## config.mk

```make
export PLATFORM = sky130hd
export DESIGN_NAME = seg7_scan_driver
export DESIGN_NICKNAME = d
export VERILOG_FILES = /design/src/rtl/seg7_pkg.sv /design/src/rtl/seg7_slot_timer.sv /design/src/rtl/seg7_scan_driver.sv
export SDC_FILE = /design/constraint.sdc
export NUM_CORES = 1
export LEC_CHECK = 0
export ABC_AREA = 1
export BUFFER_PORTS_ARGS = -buffer_cell sky130_fd_sc_hd__buf_2
export CORE_MARGIN = 5
export CORE_UTILIZATION = 52
export CTS_BUF_LIST = sky130_fd_sc_hd__clkbuf_8 sky130_fd_sc_hd__clkbuf_16
export DETAILED_ROUTE_END_ITERATION = 8
export PLACE_DENSITY_LB_ADDON = 0.1
export SYNTH_ARGS = -nofsm -noshare
export SYNTH_HDL_FRONTEND = slang
export SYNTH_SLANG_ARGS = --single-unit
```

## constraint.sdc

```tcl
create_clock -name clk -period 1.89 [get_ports clk]
set_input_delay 0 -clock clk [delete_from_list [all_inputs] [get_ports clk]]
set_output_delay 0 -clock clk [all_outputs]
set_load 0.02 [all_outputs]
```

## src/rtl/seg7_pkg.sv

```systemverilog
// seg7_pkg: shared types and constants for the 4-digit 7-segment scan driver.
//   NUM_DIGITS   : digits scanned per frame
//   DIG_OFF      : active-low digit enables, all digits dark
//   DP_OFF       : active-low decimal point, unlit
//   slot_state_t : per-slot phase (guard band / digit lit)
//   disp_t       : one displayable frame (dp bits + 4 nibbles)
//   lz_blank_mask: which of digits 3..1 are leading zeros to suppress
package seg7_pkg;

  localparam int         NUM_DIGITS = 4;
  localparam logic [3:0] DIG_OFF    = 4'b1111;
  localparam logic       DP_OFF     = 1'b1;

  typedef enum logic {S_GUARD, S_ON} slot_state_t;

  typedef struct packed {
    logic [3:0]  dp;
    logic [15:0] val;
  } disp_t;

  // Digit i is a leading zero when it and every digit to its left are 0,
  // unless its dp is requested (a lit dp must stay visible). Digit 0 always shows.
  function automatic logic [3:0] lz_blank_mask(input disp_t d, input logic en);
    logic [3:0] m;
    m = '0;
    for (int i = 1; i < NUM_DIGITS; i++)
      m[i] = en && ((d.val >> (4 * i)) == 16'h0000) && !d.dp[i];
    return m;
  endfunction

endpackage

```

## src/rtl/seg7_slot_timer.sv

```systemverilog
// seg7_slot_timer: digit-slot prescaler and slot FSM.
//   clk, rst    : clock, async active-high reset
//   idx_o       : digit index currently scanned (0..3)
//   state_o     : S_GUARD for the first GUARD cycles of a slot, S_ON afterwards
//   frame_end_o : last cycle of the digit-3 slot (frame boundary)
module seg7_slot_timer
  import seg7_pkg::*;
#(
  parameter int DIV   = 50000,
  parameter int GUARD = 500
) (
  input  logic        clk,
  input  logic        rst,
  output logic [1:0]  idx_o,
  output slot_state_t state_o,
  output logic        frame_end_o
);

  localparam int PW = (DIV > 1) ? $clog2(DIV) : 1;
  localparam logic [PW-1:0] PRESC_LAST = PW'(DIV - 1);
  localparam logic [PW-1:0] GUARD_LAST = PW'((GUARD > 0) ? GUARD - 1 : 0);
  // Every slot starts in this state; with no guard band the slot is lit at once.
  localparam slot_state_t SLOT_START = (GUARD == 0) ? S_ON : S_GUARD;

  logic [PW-1:0] presc_q, presc_d;
  logic [1:0]    idx_q, idx_d;
  slot_state_t   state_q, state_d;

  always_ff @(posedge clk or posedge rst) begin
    if (rst) begin
      presc_q <= '0;
      idx_q   <= '0;
      state_q <= SLOT_START;
    end else begin
      presc_q <= presc_d;
      idx_q   <= idx_d;
      state_q <= state_d;
    end
  end

  always_comb begin
    presc_d = presc_q + 1'b1;
    idx_d   = idx_q;
    state_d = state_q;
    if (presc_q == PRESC_LAST) begin
      presc_d = '0;
      idx_d   = idx_q + 2'd1;
      state_d = SLOT_START;
    end else if (state_q == S_GUARD && presc_q == GUARD_LAST) begin
      state_d = S_ON;
    end
  end

  assign idx_o       = idx_q;
  assign state_o     = state_q;
  assign frame_end_o = (idx_q == 2'd3) && (presc_q == PRESC_LAST);

endmodule

```

## src/rtl/seg7_scan_driver.sv

```systemverilog
// seg7_scan_driver: multiplexed 4-digit scan stage feeding a 7-segment decoder.
//   clk, rst    : clock, async active-high reset
//   load        : strobe, stage value_in/dp_in for the next frame
//   value_in    : 4 nibbles, [3:0] = rightmost digit 0
//   dp_in       : dp request per digit, 1 = lit
//   lz_blank_en : suppress leading-zero digits 3..1 (live, not shadowed)
//   nibble      : nibble of the digit being scanned, to the decoder
//   dig_n       : active-low digit anode enables
//   dp_out      : active-low decimal point
//   frame_tick  : 1-cycle pulse after each frame boundary
module seg7_scan_driver
  import seg7_pkg::*;
#(
  parameter int DIV   = 50000,
  parameter int GUARD = 500
) (
  input  logic        clk,
  input  logic        rst,
  input  logic        load,
  input  logic [15:0] value_in,
  input  logic [3:0]  dp_in,
  input  logic        lz_blank_en,
  output logic [3:0]  nibble,
  output logic [3:0]  dig_n,
  output logic        dp_out,
  output logic        frame_tick
);

  logic [1:0]  idx;
  slot_state_t state;
  logic        frame_end;

  seg7_slot_timer #(.DIV(DIV), .GUARD(GUARD)) u_timer (
    .clk         (clk),
    .rst         (rst),
    .idx_o       (idx),
    .state_o     (state),
    .frame_end_o (frame_end)
  );

  // staged collects loads mid-frame; shadow is what the scan displays and only
  // changes on the frame boundary, so one frame never mixes two values.
  disp_t staged_q, staged_d, shadow_q, shadow_d, in_w;
  logic  pending_q, pending_d;

  logic [3:0] nibble_q, nibble_d, dig_n_q, dig_n_d;
  logic       dp_q, dp_d, tick_q;
  logic [3:0] blank;

  assign in_w = '{dp: dp_in, val: value_in};

  always_comb begin
    staged_d  = staged_q;
    pending_d = pending_q;
    shadow_d  = shadow_q;
    if (load) begin
      staged_d  = in_w;
      pending_d = 1'b1;
    end
    if (frame_end) begin
      // A load landing on the boundary itself bypasses staging.
      if (load) begin
        shadow_d  = in_w;
        pending_d = 1'b0;
      end else if (pending_q) begin
        shadow_d  = staged_q;
        pending_d = 1'b0;
      end
    end
  end

  assign blank = lz_blank_mask(shadow_q, lz_blank_en);

  always_comb begin
    nibble_d = shadow_q.val[4*idx +: 4];
    dig_n_d  = DIG_OFF;
    dp_d     = DP_OFF;
    if (state == S_ON && !blank[idx]) begin
      dig_n_d = ~(4'b0001 << idx);
      dp_d    = ~shadow_q.dp[idx];
    end
  end

  always_ff @(posedge clk or posedge rst) begin
    if (rst) begin
      staged_q  <= '0;
      shadow_q  <= '0;
      pending_q <= 1'b0;
      nibble_q  <= '0;
      dig_n_q   <= DIG_OFF;
      dp_q      <= DP_OFF;
      tick_q    <= 1'b0;
    end else begin
      staged_q  <= staged_d;
      shadow_q  <= shadow_d;
      pending_q <= pending_d;
      nibble_q  <= nibble_d;
      dig_n_q   <= dig_n_d;
      dp_q      <= dp_d;
      tick_q    <= frame_end;
    end
  end

  assign nibble     = nibble_q;
  assign dig_n      = dig_n_q;
  assign dp_out     = dp_q;
  assign frame_tick = tick_q;

endmodule

```

# Word level (Yosys, flattened, before mapping)
# Cells that the tools add are included.
# Widths: inputs -> output; s select.
# word_totals
reg_bits	70
input_bits	24
output_inout_bits	10
elab_cells	57
# classes
n_addsub	2
magnitude_cmp	1
n_eq_ne	3
shifts	2
mux	15
bitwise	3
n_reduce_logical	19
# op_table
operator	count
$logic_not 16->1	3
$mux 20	2
$add 16x1->16 const B	1
$eq 16x16->1 const B	1
$eq 16x9->1 const B	1
$mux 16	1
$shiftx 16x5->4	1
$logic_and 1x1->1	9
$mux 1	9
$bmux 1 s2	2
$logic_not 1->1	4
$mux 4	1
$not 4->4	1
$reduce_bool 2->1	2
$shl 1x2->4 const A	1
$lt 2x3->1 const B	1
$add 2x1->2 const B	1
$eq 2x2->1 const B	1
$not 1->1	2
$reduce_and 2->1	1

# Depth between registers and ports, before layout
# depth
word_depth	8
ltp_mapped	8
mapped_depth_nobuf	8

# Hierarchy
# A second synthesis with hierarchy kept.
# unflattened
hier_cells	366
hier_area_um2	3100.5
# by_module_without_submodules
module	n_inst	cells_each	area_each_um2	seq_area_each_um2
seg7_scan_driver	1	219	2013.2	1282.5
seg7_slot_timer	1	147	1087.3	475.5

# Least setup slack after synthesis
# No wires, ideal clock.
# synth_timing
path_type	reg-to-reg
from	reg u_timer.presc_q[0]
to	reg shadow_q[10] in the netlist's numbering
arrival_time_ps	1355
t_required_ps	1825
setup_slack_ps	470
stages_incl_launch_ff	9
n_path_buf	1
period_less_slack_ps	1420
path_cell_list	dfrtp_1 -> ha_1 -> inv_1 -> nor2_4 -> nand3_2 -> nor2_4 -> buf_6 -> nand4_1 -> nand2_1
# synth_between
elab_chain_cells	3
# synth_rtl
item	line	source
from (decl)	seg7_slot_timer.sv:25	logic [PW-1:0] presc_q, presc_d;
from (signal assigned)	seg7_slot_timer.sv:35	presc_q <= presc_d;
$eq 16x16->1	seg7_slot_timer.sv:56	assign frame_end_o = (idx_q == 2'd3) && (presc_q == PRESC_LAST);
$logic_and 1x1->1	seg7_slot_timer.sv:56	
$reduce_and 2->1 (no source line)	-	
to (signal assigned)	seg7_scan_driver.sv:95	shadow_q <= shadow_d;
to (decl)	seg7_scan_driver.sv:43	disp_t staged_q, staged_d, shadow_q, shadow_d, in_w;
# No other way between the ends.
# A chain may end at the register's enable or synchronous reset.

# Worst setup path after layout
# layout_timing
from	reg u_timer.presc_q[0]
to	reg shadow_q[0] in the netlist's numbering
# The elaborated chain is that of the path after synthesis.

==> results.cfg <==
[routing]
via_count = 2679
wirelength_um = 7060
route.detailed.drc = 0
dr.pass1.iters = 4
wire_per_inst_um = 13.4
via_per_inst = 5.08
ant_nets = 0
drt_iter0_drc = 130

[grt]
antenna_found_initial = 0
grt_start_max_net_pins = 35
gr-total-overflow = 0
grt_pass1_vias = 2640
grt_use_total_pct = 20.3
grt_first_pass_wirelength_um = 12300

[yosys]
synth_area_leaders = dfrtp_1 50%, nand2_1 16%, nor2_1 4.8%
yosys.area_share.xor_xnor_pct = 2.17
synth_top_family_by_area = simple AND/OR/NAND/NOR gates
synthCells = 388
ys_seq_area_share_pct = 54.4
syn-num-nets = 417
synth-simple-area-share_pct = 31.0
synth_top_area_share_pct = 50.4
ys_ff_latch = 70
synth-edff-count = 0
synth_ff_type = dfrtp_1
muxShareOfSynthArea_pct = 0
syn_area_per_cell_sq_um = 8.32
synth-compound-area-share_pct = 4.49
async_flop_share_pct = 100
synth_fa_ha_area_share_pct = 1.94
synth_warnings = 0
yosysTopAreaCell = dfrtp_1
synth_area_sq_um = 3230
synth.distinct_cells = 26

[critical_path]
cp-end-kind = flop
max_stage_delay_ns = 0.43
critPathBufInv = 2
cp-start-kind = flop
slowest_stage = dfrtp_1
critical_path_depth = 8
cp_top_family = simple AND/OR/NAND/NOR gates
path_class = reg -> reg
cp.required_ns = 2.17
rr_worst_depth = 8
crit_fanout = 18
path_common_cell = nor2_4
worstPathCellList = ha_1 > inv_1 > nor2_4 > nand3_2 > nor2_4 > buf_12 > nand4_1 > nand2_1
arrival_ns = 1.97

[die]
die_x_um = 88.8
core_sq_um = 5990
rows = 28
fp.dieArea_sq_um = 7890
start_util_pct = 53.9
fp.dieH_um = 88.8
ios = 34

[clocking]
cts_tree = built
cts.sinks = 70
clockBufferDepth = 2
cts_buffers = 9
clk_pin_slew_ns = 0.07
htreeDepth = 3
cts_resized = 0
root_buffer = clkbuf_8
post-cts-setup-buffer-count = 0
hold_buffers = 22
worstSkewPairLatency_ns = 0.35

[timing]
report.final.slew_viol_count = 0
finalSetupViolCount = 0
fin_crit_sh_pct = 89.2
fin_tns_setup_ns = 0
fmax_mhz = 593
hold_viol_final = 0
rsz0062_at_grt = false
timing.max_slew.rel_slack_pct = 62.7
skew_ns = 0.0109
final.min_clock_period_ns = 1.69
tightestPinTransition_ns = 0.559

[cells_and_area]
fill_cells = 503
drive_gt1_share_pct = 15.3
final_nets = 476
finish.utilization_pct = 65.3
diodes = 0
final_common_cell = nand2_1
area.sequential_sq_um = 1760
mostFrequentLayoutCells = 139 x nand2_1, 65 x dfrtp_1, 41 x nor2_1
multi_input_area_sq_um = 1280
syn2layout_area_growth_pct = 21.1

[power_and_ir_drop]
ir_drop_v = 0.000517
p_leak_uw = 0.00200
powerDensity_nw_per_um2 = 729

[min_path]
worstHoldPathCells = 3
hp-class = in -> reg

[run_status]
status = finished, final reports clean

[place]
io_buffers = 33
dp_hpwl_um = 4960
place_congestion = 0.909

[flow_run]
maxCapViolations = 0
## tightest hold or removal path, cell delays in order
cell and delay (ns):
buf_2 0.16, nand2_1 0.08, nand2_1 0.07
## Yosys cell counts, types with 2 or more instances
library cell and n:
ha_1 5, nor3_1 2, o21ai_0 18, inv_1 29
dfrtp_1 65, buf_2 7, o211ai_1 3, nor2_2 2
xor2_1 6, nor2_4 2, clkbuf_1 5, o22ai_1 2
dfstp_2 5, a21oi_1 4, nand3_1 20, nor2_1 41
xnor2_1 2, nand4_1 23, buf_6 2, nand2_1 139
## registers in the layout, summed over array words and instances, names as in the netlist
signal / cells
shadow_q: 20
staged_q: 20
u_timer.presc_q: 16
dig_n: 4
nibble: 4
u_timer.idx_o: 2
dp_out: 1
frame_tick: 1
pending_q: 1
u_timer.state_o: 1
## per-stage QoR
step | instances | power [uW] | hold slack (ns) | area [sq um] | setup slack [ns]
global placement | 489 | 1700 | -0.0513 | 3500 | 0.272
floorplan | 388 | 1640 | 0.136 | 3230 | 0.130
global route | 527 | 2970 | 0.0408 | 3910 | 0.00853
detailed placement | 489 | 1700 | -0.0448 | 3500 | 0.214
CTS | 527 | 2880 | 0.000910 | 3910 | 0.183
finish | 527 | 2850 | 0.00812 | 3910 | 0.204
## cell type report
class | count | area share [%]
clock buffer | 9 | 3.17
inverter | 29 | 2.78
clock inverter | 7 | 1.66
multi-input combinational | 274 | 32.7
timing repair buffer | 63 | 12.3
tap | 75 | 2.40
sequential | 70 | 44.9
## kinds of logic (layout without fill, tap and decap cells)
kind of cell / after synthesis / count (layout)
and+or+nand+nor: 234 / 234
DFF: 70 / 70
buffers and inverters: 44 / 108
AOI/OAI and AO/OA: 27 / 27
xor gates and xnor gates: 8 / 8
adders and majority gates: 5 / 5
## final timing paths
path / endpoint / slack (ns) / start
min in group asynchronous: shadow_q[15] / 0.13 / rst
max reg2reg: shadow_q[0] / 0.20 / u_timer.presc_q[0]
min: staged_q[4] / 0.008 / load
max: shadow_q[0] / 0.20 / u_timer.presc_q[0]
max in group asynchronous: staged_q[0] / 1.14 / rst
min reg2reg: staged_q[9] / 0.48 / staged_q[9]
## power breakdown
group | switching (uW) | internal, uW
Combinational | 88.2 | 71.1
Sequential | 10.3 | 1540
Clock | 550 | 599
Total | 648 | 2200
## metal layers
metal	track usage, %	wire length (um)
met1	27.1	3190
met2	32.9	3390
met3	2.89	377
met4	9.07	99
met5	0	0
Power figures use the tool's default switching activity.
